$ cat src/rtl/prm_scan_pkg.sv
// Shared types and default widths for the edge-scan controller slice.
package prm_scan_pkg;
   localparam int IDX_W_DEF  = 15;
   localparam int WORD_W_DEF = 32;

   typedef enum logic [1:0] {ST_IDLE, ST_SCAN, ST_DRAIN, ST_FIN} scan_st_e;
endpackage

$ cat src/rtl/prm_mask_packer.sv
// Packs registered checker bits LSB-first into WORD_W words with a valid/ready output register.
module prm_mask_packer #(
   parameter int WORD_W = 32,
   parameter int CNT_W  = $clog2(WORD_W + 1)
) (
   input  logic              clk,
   input  logic              rst,
   input  logic              clr,
   input  logic              in_vld,
   input  logic              in_bit,
   input  logic              in_last,
   output logic [WORD_W-1:0] out_word,
   output logic              out_vld,
   output logic              out_last,
   input  logic              out_rdy,
   output logic [CNT_W-1:0]  cnt
);
   logic [WORD_W-1:0] acc, acc_n;
   logic [CNT_W-1:0]  cnt_n;
   logic              acc_last, last_n;
   logic              out_free, flush;

   // Accumulator after absorbing this cycle's sample; a full or final word
   // may still sit here while the output register is blocked.
   always_comb begin
      acc_n  = acc;
      cnt_n  = cnt;
      last_n = acc_last;
      if (in_vld) begin
         acc_n  = acc | (WORD_W'(in_bit) << cnt);
         cnt_n  = cnt + CNT_W'(1);
         last_n = acc_last | in_last;
      end
   end

   assign out_free = ~out_vld | out_rdy;
   assign flush    = (cnt_n == CNT_W'(WORD_W)) | last_n;

   always_ff @(posedge clk or posedge rst) begin
      if (rst) begin
         acc      <= '0;
         cnt      <= '0;
         acc_last <= 1'b0;
         out_word <= '0;
         out_vld  <= 1'b0;
         out_last <= 1'b0;
      end else if (clr) begin
         acc      <= '0;
         cnt      <= '0;
         acc_last <= 1'b0;
         out_vld  <= 1'b0;
         out_last <= 1'b0;
      end else if (flush && out_free) begin
         out_word <= acc_n;
         out_vld  <= 1'b1;
         out_last <= last_n;
         acc      <= '0;
         cnt      <= '0;
         acc_last <= 1'b0;
      end else begin
         acc      <= acc_n;
         cnt      <= cnt_n;
         acc_last <= last_n;
         if (out_vld && out_rdy) begin
            out_vld  <= 1'b0;
            out_last <= 1'b0;
         end
      end
   end
endmodule

$ cat src/rtl/prm_edge_scan_ctrl.sv
// Walks an inclusive index range through an external 1-cycle edge checker and packs the mask bits into words.
module prm_edge_scan_ctrl
   import prm_scan_pkg::*;
#(
   parameter int IDX_W  = IDX_W_DEF,
   parameter int WORD_W = WORD_W_DEF
) (
   input  logic              clk,
   input  logic              rst,
   input  logic              start,
   input  logic [IDX_W-1:0]  first_idx,
   input  logic [IDX_W-1:0]  last_idx,
   input  logic              abort,
   output logic [IDX_W-1:0]  chk_idx,
   input  logic              chk_mask,
   output logic [WORD_W-1:0] out_word,
   output logic              out_vld,
   input  logic              out_rdy,
   output logic              out_last,
   output logic              busy,
   output logic              done,
   output logic [IDX_W:0]    hit_cnt
);
   localparam int CNT_W = $clog2(WORD_W + 1);

   scan_st_e         state, state_nxt;
   logic [IDX_W:0]   idx, last_q;
   logic             vld_pipe, smp_bit, smp_last;
   logic             accept, issue, is_last, empty, stall, pk_clr;
   logic [CNT_W-1:0] pk_cnt;

   assign accept  = (state == ST_IDLE) & start & ~abort;
   assign pk_clr  = (state != ST_IDLE) & abort;
   // Extra index bit lets a range ending at the top index finish without wrapping.
   assign empty   = idx > last_q;
   assign is_last = idx == last_q;
   assign stall   = out_vld & ~out_rdy & ((int'(pk_cnt) + int'(vld_pipe)) >= WORD_W);
   assign issue   = (state == ST_SCAN) & ~empty & ~stall & ~abort;
   assign chk_idx = idx[IDX_W-1:0];

   always_comb begin
      state_nxt = state;
      busy      = state != ST_IDLE;
      done      = state == ST_FIN;
      case (state)
         ST_IDLE:  if (accept) state_nxt = ST_SCAN;
         ST_SCAN:  if (empty) state_nxt = ST_FIN;
                   else if (issue && is_last) state_nxt = ST_DRAIN;
         ST_DRAIN: if (out_vld && out_rdy && out_last) state_nxt = ST_FIN;
         ST_FIN:   state_nxt = ST_IDLE;
         default:  state_nxt = ST_IDLE;
      endcase
      if (pk_clr) state_nxt = ST_IDLE;
   end

   always_ff @(posedge clk or posedge rst) begin
      if (rst) begin
         state    <= ST_IDLE;
         idx      <= '0;
         last_q   <= '0;
         vld_pipe <= 1'b0;
         smp_bit  <= 1'b0;
         smp_last <= 1'b0;
         hit_cnt  <= '0;
      end else begin
         state    <= state_nxt;
         vld_pipe <= issue;
         smp_bit  <= chk_mask;
         smp_last <= issue & is_last;
         if (accept) begin
            idx    <= {1'b0, first_idx};
            last_q <= {1'b0, last_idx};
         end else if (issue) begin
            idx <= idx + (IDX_W+1)'(1);
         end
         if (accept)
            hit_cnt <= '0;
         else if (vld_pipe && smp_bit && !pk_clr)
            hit_cnt <= hit_cnt + (IDX_W+1)'(1);
      end
   end

   prm_mask_packer #(.WORD_W(WORD_W), .CNT_W(CNT_W)) u_packer (
      .clk      (clk),
      .rst      (rst),
      .clr      (pk_clr),
      .in_vld   (vld_pipe),
      .in_bit   (smp_bit),
      .in_last  (smp_last),
      .out_word (out_word),
      .out_vld  (out_vld),
      .out_last (out_last),
      .out_rdy  (out_rdy),
      .cnt      (pk_cnt)
   );
endmodule

$ cat config.mk
export PLATFORM = sky130hd
export DESIGN_NAME = prm_edge_scan_ctrl
export DESIGN_NICKNAME = d
export VERILOG_FILES = /design/src/rtl/prm_scan_pkg.sv /design/src/rtl/prm_mask_packer.sv /design/src/rtl/prm_edge_scan_ctrl.sv
export SDC_FILE = /design/constraint.sdc
export NUM_CORES = 1
export LEC_CHECK = 0
export BUFFER_PORTS_ARGS = -buffer_cell sky130_fd_sc_hd__buf_2
export CAP_MARGIN = 5
export CORE_MARGIN = 3
export CORE_UTILIZATION = 55
export DETAILED_ROUTE_END_ITERATION = 16
export PLACE_DENSITY_LB_ADDON = 0.3
export SLEW_MARGIN = 20
export SYNTH_ARGS = -nofsm -noshare
export SYNTH_HDL_FRONTEND = slang
export SYNTH_SLANG_ARGS = --single-unit
$ cat constraint.sdc
create_clock -name clk -period 6.8 [get_ports clk]
set_input_delay 0.34 -clock clk [delete_from_list [all_inputs] [get_ports clk]]
set_output_delay 0.34 -clock clk [all_outputs]
set_load 0.01 [all_outputs]
# Yosys cells after proc, flatten, opt, wreduce, memory -nomap -nowiden
# Cells that the tools add are included.
dict set report word_totals {
  register_bits 125
  inputBits 36
  output_inout_bits 67
  elab_cells 85
}
dict set report op_classes {
  n_addsub 4
  magnitude_cmp 2
  n_eq_ne 8
  shift 1
  n_mux 24
  n_bitwise 19
  reduce_logical 14
}
# cell count
set ops {}
lappend ops {{$mux W32} 3}
lappend ops {{$mux W16} 4}
lappend ops {{$add A16 B1 Y16 const B} 2}
lappend ops {{$or A32 B32 Y32} 1}
lappend ops {{$shl A1 B6 Y32} 1}
lappend ops {{$mux W6} 3}
lappend ops {{$eq A16 B15 Y1} 1}
lappend ops {{$gt A16 B15 Y1} 1}
lappend ops {{$mux W2} 5}
lappend ops {{$and A1 B1 Y1} 9}
lappend ops {{$mux W1} 8}
lappend ops {{$pmux W2 S4} 1}
lappend ops {{$add A6 B1 Y7} 1}
lappend ops {{$ge A7 B6 Y1 const B} 1}
lappend ops {{$add A6 B1 Y6 const B} 1}
lappend ops {{$eq A6 B6 Y1 const B} 1}
lappend ops {{$logic_and A1 B1 Y1} 6}
lappend ops {{$ne A3 B3 Y1 const B} 2}
lappend ops {{$not A1 Y1} 6}
lappend ops {{$reduce_bool A2 Y1} 3}
lappend ops {{$eq A2 B2 Y1 const B} 2}
lappend ops {{$ne A4 B3 Y1 const B} 1}
lappend ops {{$or A1 B1 Y1} 3}
lappend ops {{$reduce_and A3 Y1} 1}
lappend ops {{other kinds (5)} 5}

# Logic depth before layout (Yosys ltp)
dict set report depth {
  depth_word 11
  depth_mapped 9
  depth_no_buf 8
}

# By module
# Synthesis repeated with hierarchy kept, for this count alone.
dict set report hier_totals {
  hier_cells 617
  hier_area_um2 6198.4
}
# module instances cells_per_inst area_each_um2
set by_module_without_submodules {}
lappend by_module_without_submodules {prm_edge_scan_ctrl 1 348 3135.5}
lappend by_module_without_submodules {prm_mask_packer 1 269 3062.9}

# Least setup slack after synthesis
# No wires, ideal clock.
dict set report synth_path {
  kind {register to register}
  from {reg u_packer.cnt[0]}
  to {reg u_packer.out_word[28]}
  setup_ns 0.128
  arrival_ns 2.594
  required_time_ns 6.672
  setup_slack_ns 4.079
  path_stages_with_launch 9
  n_path_buf 1
  period_less_slack_ns 2.721
  path_cell_list {dfrtp_1 -> ha_1 -> or3b_1 -> a21oi_1 -> o21ai_1 -> o41a_1 -> nor3_2 -> buf_6 -> mux2_1}
}
dict set report synth_via {
  elab_chain_len 6
  elab_cells_between_ends 9
  cone_classes {add/sub: 1; eq/ne: 1; shift: 1; mux: 2; bitwise: 2; reduce/logical: 2}
}
# element line
set synth_rtl {}
lappend synth_rtl {{start, declared} prm_mask_packer.sv:16} ;# output logic [CNT_W-1:0] cnt
lappend synth_rtl {{start signal, assigned} prm_mask_packer.sv:62} ;# cnt <= cnt_n;
lappend synth_rtl {{$add A6 B1 Y6} prm_mask_packer.sv:31} ;# cnt_n = cnt + CNT_W'(1);
lappend synth_rtl {{$mux W6} prm_mask_packer.sv:29} ;# if (in_vld) begin
lappend synth_rtl {{$eq A6 B6 Y1} prm_mask_packer.sv:37} ;# assign flush = (cnt_n == CNT_W'(WORD_W)) | last_n;
lappend synth_rtl {{$or A1 B1 Y1} prm_mask_packer.sv:37}
lappend synth_rtl {{$logic_and A1 B1 Y1} prm_mask_packer.sv:53} ;# end else if (flush && out_free) begin
lappend synth_rtl {{$reduce_and A2 Y1 (no source line)} n/a}
lappend synth_rtl {{end signal, assigned} prm_mask_packer.sv:54} ;# out_word <= acc_n;
lappend synth_rtl {{end, declared} prm_mask_packer.sv:12} ;# output logic [WORD_W-1:0] out_word,
# Several ways; a longest one is shown, not always the timed one.
# A chain may end at the register's enable or synchronous reset.

# Worst setup path after layout
dict set report layout_path {
  from {reg idx[13]}
  to {reg state[1]}
}
dict set report layout_via {
  elab_chain_len 8
  elab_cells_between_ends 12
  cone_classes {order compare: 1; eq/ne: 2; mux: 3; bitwise: 4; reduce/logical: 2}
}
# element line
set layout_rtl {}
lappend layout_rtl {{start, declared} prm_edge_scan_ctrl.sv:27} ;# logic [IDX_W:0] idx, last_q;
lappend layout_rtl {{start signal, assigned} prm_edge_scan_ctrl.sv:71} ;# idx <= {1'b0, first_idx};
lappend layout_rtl {{start signal, assigned} prm_edge_scan_ctrl.sv:74} ;# idx <= idx + (IDX_W+1)'(1);
lappend layout_rtl {{$gt A16 B15 Y1} prm_edge_scan_ctrl.sv:35} ;# assign empty = idx > last_q;
lappend layout_rtl {{$not A1 Y1} prm_edge_scan_ctrl.sv:38} ;# assign issue = (state == ST_SCAN) & ~empty & ~stall & ~abort;
lappend layout_rtl {{$and A1 B1 Y1 (3 in series)} prm_edge_scan_ctrl.sv:38}
lappend layout_rtl {{$logic_and A1 B1 Y1} prm_edge_scan_ctrl.sv:48} ;# else if (issue && is_last) state_nxt = ST_DRAIN;
lappend layout_rtl {{$ne A4 B3 Y1 (no source line)} n/a}
lappend layout_rtl {{$reduce_and A3 Y1 (no source line)} n/a}
lappend layout_rtl {{end signal, assigned} prm_edge_scan_ctrl.sv:66} ;# state <= state_nxt;
lappend layout_rtl {{end, declared} prm_edge_scan_ctrl.sv:26} ;# scan_st_e state, state_nxt;
# Several ways; a longest one is shown, not always the timed one.

==> flow_summary.json <==
{
  "hold_violations": 0,
  "synth_top_area_share_pct": 52.1,
  "path_cells": "ha_1 > nand4b_1 > nor4_1 > a21boi_0 > o31a_1 > o21ai_0 > mux2i_1",
  "cp_max_fo": 35,
  "dpl.cell_count": 816,
  "wl_met2_um": 6780,
  "syn_avg_cell_area_um2": 9.80,
  "cts_resized": 0,
  "ys_types": 54,
  "cp-end-kind": "register",
  "fin_area_mm2": 0.00711,
  "worst_ir_drop_vdd_mv": 0.222,
  "grtUsageTotal_pct": 23.4,
  "synth_common_cells": "125 x dfrtp_1, 83 x nor2_1, 53 x inv_1",
  "grt_pass1_wl_um": 23600,
  "grt_overflow_total": 0,
  "pwr-share-clk_pct": 33.9,
  "yosys-top-cells-area": "dfrtp_1 52%, nor2_1 5.2%, mux2i_1 5.2%, ha_1 5.0%, a21oi_1 3.5%",
  "crit_buf_inv": 0,
  "vias_per_cell": 5.57,
  "cts_setup_buffers": 0,
  "startpoint_type": "register",
  "ff2ff_setup_slack_ps": 3540,
  "setup_tns_ps": 0,
  "place.gp.congestion": 0.831,
  "drt-met1-wl_um": 5910,
  "critPathTopFamily": "compound AO/OA/AOI/OAI gates",
  "rows": 37,
  "cts_tree": "built",
  "area_delta_synth_final_pct": 18.4,
  "fin_util_pct": 68.0,
  "drive_gt1_share_pct": 20.9,
  "finalNonFillerCells": 849,
  "maxUsedRoutingLayer": "met4",
  "seq_power_share_pct": 38.2,
  "grt_start_max_net_pins": 94,
  "fillers": 845,
  "switching_share_pct": 35.7,
  "p_switching_mw": 0.915,
  "grt_pass1_vias": 4724,
  "wirelength_um": 13700,
  "clock-sinks": 125,
  "pwr-share-comb_pct": 27.9,
  "io_pins": 103,
  "total_power_mw": 2.56,
  "post-synth-top-count-cell": "dfrtp_1",
  "cts_root_buffer": "clkbuf_8",
  "cp_slowest_cell": "o31a_1",
  "fin_crit_sh_pct": 47.9,
  "cpPeakStageDelay_ps": 830,
  "tightest_slew_ps": 1010,
  "yosys.area.top_type": "dfrtp_1",
  "slew-limit-headroom_pct": 32.5,
  "hpwl_um": 9310,
  "crit_required_ps": 7220,
  "synthesis.area_mm2": 0.00601,
  "leakage_nw": 3.44,
  "synthArstFlopShare_pct": 100,
  "ctsHtreeMaxLevel": 4,
  "syn-num-nets": 673,
  "core_area_mm2": 0.0105,
  "numCtsBuffers": 17,
  "antennaDiodeCount": 0,
  "vias": 4730,
  "skew_ps": 10.5,
  "dr.pass1.iters": 4,
  "nNetsFinal": 761,
  "period_needed_ps": 3260,
  "clkTransAtPathRegs_ps": 60,
  "powerDensity_mw_per_mm2": 360,
  "worstSetupPathType": "register to register",
  "die-area_mm2": 0.0122,
  "r2r_start": "idx[13]$_DFFE_PP0P_",
  "ant_nets": 0,
  "ys_warn_count": 0,
  "fmax_mhz": 307,
  "drv_cap": 0,
  "dpl_cell_area_mm2": 0.00652,
  "final-setup-viol-count": 0,
  "worstPathArrival_ps": 3670,
  "maxSlewViolCount": 0,
  "clock_path_buffers": 2,
  "antenna_found_initial": 0,
  "rsz0062_at_grt": "no",
  "status": "complete, no violations",
  "die_h_um": 111,
  "synth-edff-count": 0,
  "drc_errors": 0,
  "holdCritPathClass": "input pin to register",
  "seq_area_frac_synth_pct": 52.1,
  "syn_inst": 613,
  "initial_utilization_pct": 57.4,
  "synth-seq-cells": 125,
  "initialDrtViolationCount": 365,
  "wl_met3_um": 778,
  "io_buffers": 102,
  "holdCritStartpoint": "last_idx[0]",
  "die_w_um": 111,
  "ctsHoldBuffers": 2,
  "cellInternalPower_mw": 1.65,
  "clk-insertion-delay-late_ps": 510,
  "synth_flop_cell": "dfrtp_1",
  "cp-startpoint": "idx[13]$_DFFE_PP0P_",
  "avgRoutedWirePerCell_um": 16.2
}
-- through the flow --
stage | setup WS (ps) | hold WS [ps]
after floorplan | 3130 | 371
after global placement | 3770 | 364
after detailed placement | 3660 | 374
after CTS | 3620 | 9.95
after global routing | 3270 | 11.2
final | 3540 | 25.3
-- state kept, by name, summed over array words and instances, names as in the netlist, 2 cells and up --
signal,cells
idx,16
u_packer.cnt,6
u_packer.acc,32
state,2
last_q,15
hit_cnt,16
u_packer.out_word,32
-- kinds of logic (layout without fill, tap and decap cells) --
family                     Yosys count  in the layout  share of synthesized area (%)
xor gates and xnor gates            19             19                           2.77
DFF                                125            125                           52.1
muxes                               34             34                           5.73
adders and majority gates           24             24                           5.00
and+or+nand+nor                    206            206                           16.5
buffers and inverters               94            194                           7.21
AOI/OAI and AO/OA                  111            111                           10.8
-- placed cells by master (no fill, tap or decap), types with 4 or more instances in the layout --
cell type	count
a21o_1	5
a21oi_1	42
a31oi_1	14
and3_1	7
buf_2	102
buf_4	5
clkbuf_16	16
clkinv_4	5
dfrtp_1	125
ha_1	24
inv_1	52
mux2i_1	31
nand2_1	41
nand3_1	14
nand4_1	14
nor2_1	82
nor2b_1	6
nor3_1	5
nor4_1	4
o21a_1	4
o21ai_0	30
or3_1	10
or4_1	4
xnor2_1	6
xor2_1	13
-- final timing paths --
check	end	cells past startpoint
worst min register to register	u_packer.acc[26]$_DFF_PP0_	2
worst max-delay path	state[1]$_DFFE_PP0P_	7
worst min-delay path	last_q[0]$_DFFE_PP0P_	3
worst max register to register	state[1]$_DFFE_PP0P_	7
max in group asynchronous	idx[15]$_DFFE_PP0P_	4
min in group asynchronous	hit_cnt[6]$_DFFE_PP0P_	3
-- power by group through the flow --
stage               Clock (mW)  Combinational (mW)  Sequential [mW]
CTS                      0.878               0.712            0.973
global route             0.919               0.811            0.996
floorplan                    0               0.564            0.944
detailed placement           0               0.698            0.985
finish                   0.869               0.714            0.978
global placement             0               0.658            0.977
-- final cells by class --
cell class | instances | area [um2] | share of cell area [%]
Inverter | 53 | 201 | 2.83
Clock buffer | 18 | 428 | 6.01
Multi-Input combinational cell | 394 | 2460 | 34.6
Clock inverter | 13 | 143 | 2.00
Timing Repair Buffer | 110 | 579 | 8.14
Sequential cell | 125 | 3130 | 44.0
Tap cell | 136 | 170 | 2.39
-- per-layer routing --
layer  GRT usage (%)  up-vias
met5               0        -
met4            8.05        0
met3            5.64       26
met2            37.9      141
met1            30.9     2311
li1                -     2252
-- tightest hold or removal path, cell delays in order --
cell	delay, ps
buf_2	80
nand2_1	40
nand2_1	50
(Power assumes the default switching activity.)
